==> src/rtl/preamble_framer_if.sv <==
// Streaming bus between the framer and its neighbours: payload in, framed words out.
// Latency: none, wires only.
// Backpressure: valid/ready on both directions; the slave side is the framer.
interface preamble_framer_if #(
   parameter int DATA_WIDTH = 32
);
   logic [DATA_WIDTH-1:0] signal_in;
   logic                  valid_in;
   logic                  ready_out;
   logic [DATA_WIDTH-1:0] signal_out;
   logic                  valid_out;
   logic                  ready_in;
   logic                  preamble_flag;
   logic                  last_out;

   modport slave (
      input  signal_in, valid_in, ready_in,
      output ready_out, signal_out, valid_out, preamble_flag, last_out
   );

   modport master (
      output signal_in, valid_in, ready_in,
      input  ready_out, signal_out, valid_out, preamble_flag, last_out
   );
endinterface

==> src/rtl/preamble_framer.sv <==
// Prefixes each frame of payload words with a configurable constant or incrementing preamble.
// Latency: one cycle from an accepted payload word to signal_out; one IDLE cycle between frames.
// Backpressure: single output register that loads only when empty or being drained; ready_out follows it in DATA.
module preamble_framer #(
   parameter int DATA_WIDTH = 32,
   parameter int LEN_WIDTH  = 32
) (
   input  logic                  clk,
   input  logic                  rst,
   preamble_framer_if.slave      bus,
   input  logic [DATA_WIDTH-1:0] preamble_value,
   input  logic [LEN_WIDTH-1:0]  preamble_length,
   input  logic [LEN_WIDTH-1:0]  frame_length,
   input  logic                  mode,
   output logic [31:0]           frame_count,
   output logic                  error
);

   typedef enum logic [1:0] {IDLE, PRE, DATA, ERR} state_t;

   state_t                state, state_nx;

   // Configuration captured when a frame starts, so the inputs may change mid-frame.
   logic [DATA_WIDTH-1:0] pv_q;
   logic [LEN_WIDTH-1:0]  pl_q;
   logic [LEN_WIDTH-1:0]  fl_q;
   logic                  mode_q;

   logic [LEN_WIDTH-1:0]  pre_cnt;
   logic [LEN_WIDTH-1:0]  dat_cnt;

   logic [DATA_WIDTH-1:0] out_dat;
   logic                  out_vld;
   logic                  out_pre;
   logic                  out_last;

   logic                  out_free;
   logic                  ready_o;
   logic                  latch_cfg;
   logic                  ld_pre;
   logic                  ld_dat;
   logic                  pre_done;
   logic                  last_word;
   logic [DATA_WIDTH-1:0] pre_word;

   assign out_free = !out_vld || bus.ready_in;
   assign pre_word = mode_q ? (pv_q + DATA_WIDTH'(pre_cnt)) : pv_q;

   assign bus.ready_out     = ready_o;
   assign bus.signal_out    = out_dat;
   assign bus.valid_out     = out_vld;
   assign bus.preamble_flag = out_pre;
   assign bus.last_out      = out_last;

   // State register.
   always_ff @(posedge clk or posedge rst) begin
      if (rst) state <= IDLE;
      else     state <= state_nx;
   end

   // Next-state and per-cycle control decisions.
   always_comb begin
      state_nx  = state;
      ready_o   = 1'b0;
      latch_cfg = 1'b0;
      ld_pre    = 1'b0;
      ld_dat    = 1'b0;
      pre_done  = 1'b0;
      last_word = 1'b0;
      case (state)
         IDLE: begin
            if (bus.valid_in) begin
               latch_cfg = 1'b1;
               if (frame_length == '0)         state_nx = ERR;
               else if (preamble_length == '0) state_nx = DATA;
               else                            state_nx = PRE;
            end
         end
         PRE: begin
            if (out_free) begin
               ld_pre = 1'b1;
               if (pre_cnt == pl_q - LEN_WIDTH'(1)) begin
                  pre_done = 1'b1;
                  state_nx = DATA;
               end
            end
         end
         DATA: begin
            ready_o = out_free;
            if (bus.valid_in && out_free) begin
               ld_dat = 1'b1;
               if (dat_cnt == fl_q - LEN_WIDTH'(1)) begin
                  last_word = 1'b1;
                  state_nx  = IDLE;
               end
            end
         end
         ERR: begin
            state_nx = ERR;
         end
         default: state_nx = IDLE;
      endcase
   end

   // Capture frame configuration on leaving IDLE.
   always_ff @(posedge clk or posedge rst) begin
      if (rst) begin
         pv_q   <= '0;
         pl_q   <= '0;
         fl_q   <= '0;
         mode_q <= 1'b0;
      end else if (latch_cfg) begin
         pv_q   <= preamble_value;
         pl_q   <= preamble_length;
         fl_q   <= frame_length;
         mode_q <= mode;
      end
   end

   // Word counters within the preamble and payload phases.
   always_ff @(posedge clk or posedge rst) begin
      if (rst) begin
         pre_cnt <= '0;
         dat_cnt <= '0;
      end else begin
         if (ld_pre) pre_cnt <= pre_done ? '0 : pre_cnt + LEN_WIDTH'(1);
         if (ld_dat) dat_cnt <= last_word ? '0 : dat_cnt + LEN_WIDTH'(1);
      end
   end

   // Output register: loads a preamble or payload word, otherwise empties when drained.
   always_ff @(posedge clk or posedge rst) begin
      if (rst) begin
         out_dat  <= '0;
         out_vld  <= 1'b0;
         out_pre  <= 1'b0;
         out_last <= 1'b0;
      end else if (ld_pre) begin
         out_dat  <= pre_word;
         out_vld  <= 1'b1;
         out_pre  <= 1'b1;
         out_last <= 1'b0;
      end else if (ld_dat) begin
         out_dat  <= bus.signal_in;
         out_vld  <= 1'b1;
         out_pre  <= 1'b0;
         out_last <= last_word;
      end else if (bus.ready_in) begin
         out_vld  <= 1'b0;
      end
   end

   // Completed-frame counter and sticky configuration error.
   always_ff @(posedge clk or posedge rst) begin
      if (rst) begin
         frame_count <= '0;
         error       <= 1'b0;
      end else begin
         if (ld_dat && last_word) frame_count <= frame_count + 32'd1;
         if (state_nx == ERR)     error       <= 1'b1;
      end
   end

endmodule

==> src/flat_wrapper.sv <==
// flat-port wrapper written by rule: the top's interface ports become plain ports
module preamble_framer_flat 
#(
   parameter int DATA_WIDTH = 32,
   parameter int LEN_WIDTH  = 32
)
  (clk, rst, preamble_value, preamble_length, frame_length, mode, frame_count, error, bus_signal_in, bus_valid_in, bus_ready_in, bus_ready_out, bus_signal_out, bus_valid_out, bus_preamble_flag, bus_last_out);
  preamble_framer_if #(.DATA_WIDTH(DATA_WIDTH)) bus_i ();
  input  logic clk;
  input  logic rst;
  input  logic [DATA_WIDTH-1:0] preamble_value;
  input  logic [LEN_WIDTH-1:0] preamble_length;
  input  logic [LEN_WIDTH-1:0] frame_length;
  input  logic mode;
  output logic [31:0] frame_count;
  output logic error;
  input wire logic [$bits(bus_i.signal_in)-1:0] bus_signal_in;
  input wire logic [$bits(bus_i.valid_in)-1:0] bus_valid_in;
  input wire logic [$bits(bus_i.ready_in)-1:0] bus_ready_in;
  output wire logic [$bits(bus_i.ready_out)-1:0] bus_ready_out;
  output wire logic [$bits(bus_i.signal_out)-1:0] bus_signal_out;
  output wire logic [$bits(bus_i.valid_out)-1:0] bus_valid_out;
  output wire logic [$bits(bus_i.preamble_flag)-1:0] bus_preamble_flag;
  output wire logic [$bits(bus_i.last_out)-1:0] bus_last_out;
  assign bus_i.signal_in = bus_signal_in;
  assign bus_i.valid_in = bus_valid_in;
  assign bus_i.ready_in = bus_ready_in;
  assign bus_ready_out = bus_i.ready_out;
  assign bus_signal_out = bus_i.signal_out;
  assign bus_valid_out = bus_i.valid_out;
  assign bus_preamble_flag = bus_i.preamble_flag;
  assign bus_last_out = bus_i.last_out;
  preamble_framer #(.DATA_WIDTH(DATA_WIDTH), .LEN_WIDTH(LEN_WIDTH)) u_core (.clk(clk), .rst(rst), .bus(bus_i), .preamble_value(preamble_value), .preamble_length(preamble_length), .frame_length(frame_length), .mode(mode), .frame_count(frame_count), .error(error));
endmodule
==> config.mk <==
export PLATFORM = sky130hd
export DESIGN_NAME = preamble_framer_flat
export DESIGN_NICKNAME = d
export VERILOG_FILES = /design/src/rtl/preamble_framer_if.sv /design/src/rtl/preamble_framer.sv /design/src/flat_wrapper.sv
export SDC_FILE = /design/constraint.sdc
export NUM_CORES = 1
export LEC_CHECK = 0
export BUFFER_PORTS_ARGS = -buffer_cell sky130_fd_sc_hd__buf_2
export CORE_MARGIN = 2
export CORE_UTILIZATION = 53
export CTS_CLUSTER_SIZE = 12
export DETAILED_ROUTE_END_ITERATION = 8
export HOLD_SLACK_MARGIN = 0.08
export PLACE_DENSITY = 0.78
export SKIP_LAST_GASP = 1
export SYNTH_ARGS = -nofsm -noshare
export SYNTH_HDL_FRONTEND = slang
export SYNTH_SLANG_ARGS = --single-unit
==> constraint.sdc <==
create_clock -name clk -period 9 [get_ports clk]
set_input_delay 2.25 -clock clk [delete_from_list [all_inputs] [get_ports clk]]
set_output_delay 2.25 -clock clk [all_outputs]
set_load 0.05 [all_outputs]
==> flow_summary_export.csv <==
group,metric,value,unit
setup_path,worstPathArrival,3.07,ns
timing,post-route-period-util,0.591,
worst_hold_path,worstHoldPathType,"flip-flop to flip-flop",
setup_path,required,6.75,ns
cells_and_area,final_layout_size_suffix_gt1_frac,0.218,
place,gp_congestion,0.941,
timing,maxSlewHeadroom,0.283,
logic_synthesis,synth_fa_ha_area_frac,0.0331,
clock_network,cts_buffer_depth,3,
logic_synthesis,ys.flop_type,"dfrtp_1",
clock_network,cts_tree,"yes",
floorplanning,dieArea,0.0281,sq mm
cells_and_area,final_nets,1858,
grt,globalRouteTotalUtil,0.256,
route,drtIter0Drc,853,
logic_synthesis,synth_seq_cells,231,
timing,hold_viol,0,
setup_path,critPathCaptureType,"output port",
floorplanning,design.core.area,0.0262,sq mm
logic_synthesis,synth_simple_gate_area_frac,0.231,
floorplanning,ios,202,
place,dp_cells,1993,
setup_path,criticalPathCategory,"input port to output port",
setup_path,cpMaxStageDelayCell,"buf_2",
setup_path,worst-path-buf-inv,2,
timing,tightest_slew,1.07,ns
cells_and_area,final_cell_count_no_fill,2045,
logic_synthesis,synthArstFlopShare,1.00,
clock_network,ctsHoldBuffers,0,
timing,setup_viol,0,
cells_and_area,final_cell_mix,"dfrtp_1 (231), buf_2 (201), nand2_1 (143)",
logic_synthesis,syn_inst,1518,
logic_synthesis,synth_edf_count,0,
logic_synthesis,yosysWarnings,0,
logic_synthesis,syn_nets,1688,
clock_network,cts_resized,0,
grt,grt_max_degree,152,
route,via_per_inst,6.06,
cells_and_area,design_area,0.0164,sq mm
logic_synthesis,yosys.cell_types.count,71,
grt,grt_pass1_wl,59400,um
power_and_ir_drop,powerDensity,272,mW/mm^2
cells_and_area,area_delta_synth_final,15.4,%
floorplanning,die_w,168,um
route,drc,0,
clock_network,cts_sinks,231,
setup_path,cp_common_cell,"buf_2",
place,portBuffers,201,
logic_synthesis,synth_compound_area_frac,0.112,
timing,tns,0,ns
floorplanning,fp-row-count,59,
grt,grt-ovfl-total,0,
logic_synthesis,syn_area,0.0142,sq mm
grt,grt_pass1_vias,11900,
setup_path,path_delay_family,"simple AND/OR/NAND/NOR gates",
place,dpl.hpwl,26600,um
setup_path,start_kind,"input port",
clock_network,h-tree-depth,1,
clock_network,cts_buffers,28,
power_and_ir_drop,leakagePower,7.21,nW
clock_network,clk_latency,0.55,ns
route,antenna_left,0,
logic_synthesis,synth_xor_area_frac,0.108,
timing,fin_worst_skew,0.0100,ns
timing,rsz0062_at_grt,"no",
route,dr_total_vias,12400,
grt,antenna_found_initial,1,
logic_synthesis,seq_area_frac_synth,0.407,
place,dpl_cell_area,0.0155,sq mm
floorplanning,die_y,168,um
setup_path,cp_max_fo,4,
setup_path,r2r_slack,4.44,ns
run,max-cap-violations,0,
timing,finalMaxSlewViolations,0,
logic_synthesis,synth_top_family_by_area,"simple AND/OR/NAND/NOR gates",
route,first_pass_iters,6,
setup_path,cpPeakStageDelay,0.30,ns
floorplanning,start_util,0.542,
setup_path,path_cells,"buf_2 > nand2b_1 > nand2_1 > nor2_1 > buf_2",
timing,fmax,188,MHz
clock_network,path_clk_slew,0.06,ns
power_and_ir_drop,peakVddDrop,205,uV
route,routedWlPerCell,18.0,um
run_status,status,"completed",
clock_network,post_cts_buffers,0,
route,finalWirelength,36900,um
cells_and_area,final_common_cell,"dfrtp_1",
timing,fin_crit,5.32,ns
logic_synthesis,syn_avg_cell_area,9.36,sq um
logic_synthesis,muxShareOfSynthArea,0.0814,
clock_network,root_buffer,"clkbuf_16",
path summary, 6_finish.rpt:
kind / from / end / cells past startpoint
max: bus_ready_in / bus_ready_out / 5
min in group asynchronous: rst / u_core.pl_q[7]$_DFFE_PP0P_ / 2
min: u_core.error$_DFFE_PP0N_ / u_core.error$_DFFE_PP0N_ / 1
max in group asynchronous: rst / u_core.frame_count[24]$_DFFE_PP0P_ / 3
max reg2reg: u_core.fl_q[5]$_DFFE_PP0P_ / u_core.frame_count[1]$_DFFE_PP0P_ / 9
min reg2reg: u_core.error$_DFFE_PP0N_ / u_core.error$_DFFE_PP0N_ / 1
registers in the layout, summed over array words and instances, names as in the netlist:
signal	count
u_core.bus.last_out	1
u_core.bus.preamble_flag	1
u_core.bus.signal_out	32
u_core.bus.valid_out	1
u_core.dat_cnt	32
u_core.error	1
u_core.fl_q	32
u_core.frame_count	32
u_core.mode_q	1
u_core.pl_q	32
u_core.pre_cnt	32
u_core.pv_q	32
u_core.state	2
power by group:
part / switching, mW / internal (mW)
logic: 1.01 / 0.705
registers: 0.326 / 1.30
clock network: 0.445 / 0.671
stage by stage:
step / hold slack, ns / utilization / power (mW) / setup WS [ns]
4_1_cts: 0.460 / 0.626 / 4.47 / 3.67
2_1_floorplan: 0.500 / - / 2.90 / 0.417
6_report: 0.457 / 0.626 / 4.46 / 3.68
3_3_place_gp: 0.448 / 0.591 / 3.29 / 3.69
5_1_grt: 0.469 / 0.626 / 4.73 / 3.63
3_5_place_dp: 0.447 / 0.591 / 3.34 / 3.68
synth_stat cells, types with 6 or more instances:
library cell,count,area [sq um]
dfrtp_1,231,5780
nand2_1,144,541
nor2_1,128,480
xnor2_1,98,858
mux2_2,92,1040
xor2_1,78,683
nand3_1,73,365
clkbuf_1,65,244
nor3_1,50,250
a21oi_1,47,235
nor4_1,40,250
nand4_1,37,231
o21ai_0,37,185
ha_1,36,450
a31oi_1,31,194
and3_1,26,163
inv_1,26,97.6
a211oi_1,22,165
or3_1,21,131
a21o_1,20,150
nor2b_1,18,113
or4_1,14,105
and2_1,13,81.3
mux2i_1,12,120
and4_1,10,87.6
nand2b_1,10,62.6
o211ai_1,10,75.1
a22oi_1,8,60.1
nand3b_1,8,60.1
buf_2,6,30.0
nand4b_1,6,52.6
o31ai_1,6,45.0
final cells by class:
cell class | instances | area [sq um]
fill | 2171 | 9800
multi-input combinational | 1187 | 8070
sequential | 231 | 5780
timing repair buffer | 214 | 1100
clock buffer | 40 | 837
tap | 335 | 419
inverter | 26 | 105
clock inverter | 10 | 82.6
antenna | 2 | 5.00
layer usage:
metal  vias up  GRT usage  wire length [um]
met2       401      0.448             18200
met4         0     0.0820              1140
met1      6042      0.332             15600
met3        95     0.0314              1860
met5         -          0                 0
li1       5856          -                 -
cell families (layout without fill, tap and decap cells):
kind of cell / after synthesis / in the layout
AOI/OAI and AO/OA: 238 / 238
muxes: 104 / 104
adders and majority gates: 37 / 37
other: 0 / 2
DFF: 231 / 231
buffers and inverters: 100 / 290
and+or+nand+nor: 632 / 632
xor gates and xnor gates: 176 / 176
Power figures use the tool's default switching activity.
